## src/rtl/core_pkg.sv

```systemverilog
// Shared trap-controller types: FSM states, trap kinds and machine exception cause codes.
package core_pkg;

    typedef enum logic [1:0] {
        IDLE     = 2'd0,
        FLUSH    = 2'd1,
        REDIRECT = 2'd2
    } trap_state_t;

    typedef enum logic [1:0] {
        KIND_EXC_EX = 2'd0,
        KIND_EXC_ID = 2'd1,
        KIND_MRET   = 2'd2
    } trap_kind_t;

    localparam logic [4:0] EXC_INSTR_MISALIGNED = 5'd0;
    localparam logic [4:0] EXC_ILLEGAL_INSTR    = 5'd2;
    localparam logic [4:0] EXC_BREAKPOINT       = 5'd3;
    localparam logic [4:0] EXC_LOAD_MISALIGNED  = 5'd4;
    localparam logic [4:0] EXC_STORE_MISALIGNED = 5'd6;
    localparam logic [4:0] EXC_ECALL_M          = 5'd11;

    // mret target alignment: halfword with compressed ISA, word otherwise.
    function automatic logic [31:0] mret_target(input logic [31:0] mepc, input bit isa_c);
        return isa_c ? (mepc & 32'hFFFF_FFFE) : (mepc & 32'hFFFF_FFFC);
    endfunction

endpackage

```

## src/rtl/trap_ctrl.sv

```systemverilog
// Trap controller: accepts one exception/mret event at a time, flushes the pipeline
// for one cycle, then holds a fetch redirect until fetch accepts it.
module trap_ctrl
    import core_pkg::*;
#(
    parameter int ISA_C = 0
) (
    input  logic        clk_i,
    input  logic        rst_i,
    input  logic        exc_id_valid_i,
    input  logic [4:0]  exc_id_cause_i,
    input  logic        exc_ex_valid_i,
    input  logic [4:0]  exc_ex_cause_i,
    input  logic        mret_id_i,
    input  logic [31:0] mtvec_i,
    input  logic [31:0] mepc_i,
    input  logic        fetch_ready_i,
    output logic        save_pc_id_o,
    output logic        save_pc_ex_o,
    output logic [4:0]  exception_cause_o,
    output logic        flush_if_o,
    output logic        flush_id_o,
    output logic        flush_ex_o,
    output logic        stall_o,
    output logic        redirect_valid_o,
    output logic [31:0] redirect_pc_o
);

    trap_state_t state_q, state_d;
    trap_kind_t  kind_q, kind_d;
    logic [4:0]  cause_q, cause_d;
    logic [31:0] pc_q, pc_d;

    always_ff @(posedge clk_i) begin
        if (rst_i) begin
            state_q <= IDLE;
            kind_q  <= KIND_EXC_EX;
            cause_q <= 5'd0;
            pc_q    <= 32'd0;
        end else begin
            state_q <= state_d;
            kind_q  <= kind_d;
            cause_q <= cause_d;
            pc_q    <= pc_d;
        end
    end

    always_comb begin
        state_d          = state_q;
        kind_d           = kind_q;
        cause_d          = cause_q;
        pc_d             = pc_q;
        save_pc_id_o     = 1'b0;
        save_pc_ex_o     = 1'b0;
        flush_if_o       = 1'b0;
        flush_id_o       = 1'b0;
        flush_ex_o       = 1'b0;
        stall_o          = 1'b0;
        redirect_valid_o = 1'b0;

        unique case (state_q)
            IDLE: begin
                // EX is older than ID, so its exception wins; mret only when no exception.
                if (exc_ex_valid_i) begin
                    stall_o = 1'b1;
                    state_d = FLUSH;
                    kind_d  = KIND_EXC_EX;
                    cause_d = exc_ex_cause_i;
                end else if (exc_id_valid_i) begin
                    stall_o = 1'b1;
                    state_d = FLUSH;
                    kind_d  = KIND_EXC_ID;
                    cause_d = exc_id_cause_i;
                end else if (mret_id_i) begin
                    stall_o = 1'b1;
                    state_d = FLUSH;
                    kind_d  = KIND_MRET;
                end
            end
            FLUSH: begin
                flush_if_o   = 1'b1;
                flush_id_o   = 1'b1;
                flush_ex_o   = 1'b1;
                stall_o      = 1'b1;
                save_pc_ex_o = (kind_q == KIND_EXC_EX);
                save_pc_id_o = (kind_q == KIND_EXC_ID);
                state_d      = REDIRECT;
                pc_d         = (kind_q == KIND_MRET) ? mret_target(mepc_i, ISA_C != 0)
                                                     : (mtvec_i & 32'hFFFF_FFFC);
            end
            REDIRECT: begin
                redirect_valid_o = 1'b1;
                stall_o          = 1'b1;
                if (fetch_ready_i) begin
                    state_d = IDLE;
                end
            end
            default: state_d = IDLE;
        endcase

        // Reset overrides every strobe in the cycle it is asserted.
        if (rst_i) begin
            save_pc_id_o     = 1'b0;
            save_pc_ex_o     = 1'b0;
            flush_if_o       = 1'b0;
            flush_id_o       = 1'b0;
            flush_ex_o       = 1'b0;
            stall_o          = 1'b0;
            redirect_valid_o = 1'b0;
        end
    end

    assign exception_cause_o = cause_q;
    assign redirect_pc_o     = pc_q;

endmodule

```

## config.mk

```make
export PLATFORM = sky130hd
export DESIGN_NAME = trap_ctrl
export DESIGN_NICKNAME = d
export VERILOG_FILES = /design/src/rtl/core_pkg.sv /design/src/rtl/trap_ctrl.sv
export SDC_FILE = /design/constraint.sdc
export NUM_CORES = 1
export LEC_CHECK = 0
export ABC_AREA = 1
export CAP_MARGIN = 0
export CELL_PAD_IN_SITES_DETAIL_PLACEMENT = 1
export CELL_PAD_IN_SITES_GLOBAL_PLACEMENT = 1
export CORE_MARGIN = 8
export CORE_UTILIZATION = 23
export DETAILED_ROUTE_END_ITERATION = 12
export PLACE_DENSITY = 0.89
export SLEW_MARGIN = 10
export SYNTH_ARGS = -nofsm -noshare
export SYNTH_HDL_FRONTEND = slang
export SYNTH_SLANG_ARGS = --single-unit
```

## constraint.sdc

```tcl
create_clock -name clk_i -period 1.3 [get_ports clk_i]
set_input_delay 0.26 -clock clk_i [delete_from_list [all_inputs] [get_ports clk_i]]
set_output_delay 0.26 -clock clk_i [all_outputs]
set_load 0.02 [all_outputs]
```

==> run_results.csv, run 1 <==
group,metric,value,unit
floorplanning,fp-row-count,32,
clocking,cts.sinks,39,
placed_design,port_buffers,117,
hold_path,worstHoldStart,"mret_id_i",
clocking,cts_tree,"done",
global_route,overflow,0,
placed_design,post-place-ws,-0.759,ns
floorplanning,fp.dieW,106,um
sta,rsz0062_at_grt,"true",
routing,drtPass1Iterations,4,
sta,fin_crit_sh,1.21,
synth,synth_area_leaders,"dfxtp_1, nand2_1, a31oi_1, o21ai_0, buf_4",
synth,yosys.area.top_type,"dfxtp_1",
setup_path,worstReg2RegStart,"state_q[1]",
clocking,clk_pin_slew,0.08,ns
clocking,postCtsHoldBufs,0,
synth,yosysSeqAreaShare,0.420,
global_route,grt_pass1_wl,12.6,mm
cells_and_area,final_common_cell,"clkdlybuf4s50_1",
synth,yosys_warnings,0,
setup_path,cp-start-kind,"flop",
cells_and_area,post_route_cells_drive_above_1_share,0.218,
global_route,gr-usage-all-layers,0.138,
sta,finalClockSkew,0.00832,ns
cells_and_area,antenna_cells,0,
clocking,ctsRootBufferMaster,"clkbuf_8",
synth,synthesis.area,1860,um^2
routing,wl_per_cell,18.0,um
run,drv_cap,0,
floorplanning,ios,124,
synth,synth_cells,255,
placed_design,post-dp-hpwl,6.12,mm
routing,ant_nets,0,
clocking,cts_buffers,5,
routing,drt_iter0_markers,45,
synth,yosys.area.top_type_share,0.420,
setup_path,cp_max_fo,4,
synth,synth_cell_type_count,25,
cells_and_area,mostFrequentLayoutCells,"clkdlybuf4s50_1, nand2_1, dfxtp_1",
cells_and_area,fin_nets,470,
global_route,grt_max_degree,61,
power_and_ir_drop,power_density,1100,nW/um^2
setup_path,worst-setup-path-type,"flop to primary output",
routing,routed_wl,8.78,mm
status,status,"complete, but fails checks",
routing,viasPerCell,4.74,
power_and_ir_drop,vdd_drop_max,0.405,mV
cells_and_area,postLayoutCellArea,3590,um^2
cells_and_area,area_delta_synth_final,93.4,%
floorplanning,die_area,11200,um^2
sta,max_freq,0.638,GHz
clocking,insertion_delay,0.28,ns
sta,drv_slew,0,
global_route,grt_pass1_vias,2418,
floorplanning,start_util,0.239,
global_route,grt_antenna_before_repair,0,
synth,avgSynthCellArea,7.28,um^2
placed_design,gp_congestion,0.766,
hold_path,hold_class,"input pin to flop",
power_and_ir_drop,total_power,3960,uW
sta,setup_viol,7,
sta,worst_slack,-0.268,ns
floorplanning,core,7770,um^2
setup_path,cp.arrival,1.31,ns
setup_path,end_kind,"primary output",
floorplanning,die_h,106,um
placed_design,dpl_cell_area,3250,um^2
clocking,clockBufferDepth,2,
synth,ys_seq_elements,39,
power_and_ir_drop,leakage,0.00157,uW
routing,dr_total_vias,2306,
setup_path,startpoint,"state_q[0]",
routing,post-route-drc-count,0,
status,violations,"negative setup slack",
sta,hold_viol,0,
sta,fin_crit,1.57,ns
setup_path,required,1.04,ns
clocking,cts_htree_levels,2,
-- path summary, 6_finish.rpt --
check / end / slack (ns) / depth (start not counted)
setup / recovery: stall_o / -0.27 / 5
hold / removal: kind_q[1] / 0.47 / 3
setup reg to reg: redirect_pc_o[12] / 0.03 / 6
hold reg to reg: redirect_pc_o[16] / 0.49 / 2
-- synthesized netlist by cell type, drive strengths merged --
library cell and number:
conb 1, nand3 2, dfxtp 39, o21ai 40, a31oi 30, buf 13, inv 17, nand3b 1
a21oi 5, nor2 15, nor3 1, or2 1, nand2 74, ha 5, nor4 2, clkbuf 9
-- metrics by stage --
step                      hold WS (ns)  cells  utilization  setup TNS (ns)
after CTS                        0.474    480        0.432           -2.05
after global routing             0.457    487        0.462           -2.14
after global placement           0.493    473        0.418           -9.82
after floorplan                  0.410    256            -               0
final                            0.465    487        0.462           -1.57
after detailed placement         0.504    473        0.418          -12.19
-- worst max-delay path, stage by stage, from the launching register on --
cell and delay [ns]:
dfxtp_4 0.41, inv_4 0.05, ha_4 0.26, inv_2 0.03, a21oi_2 0.14, buf_6 0.13
-- per-layer routing --
| metal | vias to the layer above | routed length [um] | track usage |
|---|---|---|---|
| li1 | 1105 | - | - |
| met1 | 1122 | 3370 | 0.141 |
| met2 | 73 | 4820 | 0.264 |
| met3 | 6 | 514 | 0.0463 |
| met4 | 0 | 76 | 0.0332 |
| met5 | - | 0 | 0 |
-- layout make-up --
class,count,area (um^2)
clock buffers,6,82.6
clock inverters,1,5.00
fillers,922,4180
inverters,17,81.3
multi-input cells,178,1030
flip-flops and latches,39,791
well taps,102,128
repair buffers,144,1470
-- kinds of logic after synthesis --
kind of cell | after synthesis | share of synthesized area
AND/OR/NAND/NOR | 96 | 0.209
AO/OA/AOI/OAI | 75 | 0.222
buffers and inverters | 39 | 0.113
flip-flops | 39 | 0.420
adder cells (fa/ha/maj) | 5 | 0.0337
other | 1 | 0.00202
-- registers in the layout, indices dropped and copies added, names as in the netlist --
register           cells
kind_q                 2
state_q                2
redirect_pc_o         30
exception_cause_o      5
-- where the power goes --
group / switching, uW / total (uW) / internal (uW)
Clock: 433 / 850 / 417
Sequential: 108 / 1470 / 1360
Combinational: 853 / 1640 / 788
Total: 1390 / 3960 / 2570
-- what timing repair did --
action | in CTS | in global routing
pin swaps | 6 | 7
setup buffers | 0 | 2
gates cloned | 0 | 5
gates resized for setup | 96 | 62
setup endpoints to repair | 79 | 45
(Power assumes the default switching activity.)
==> run 2: changes to the inputs <==
- CTS_CLUSTER_SIZE: default -> 20
==> results of run 2 <==
Final layout, timing and power as in run 1 (identical DEF).
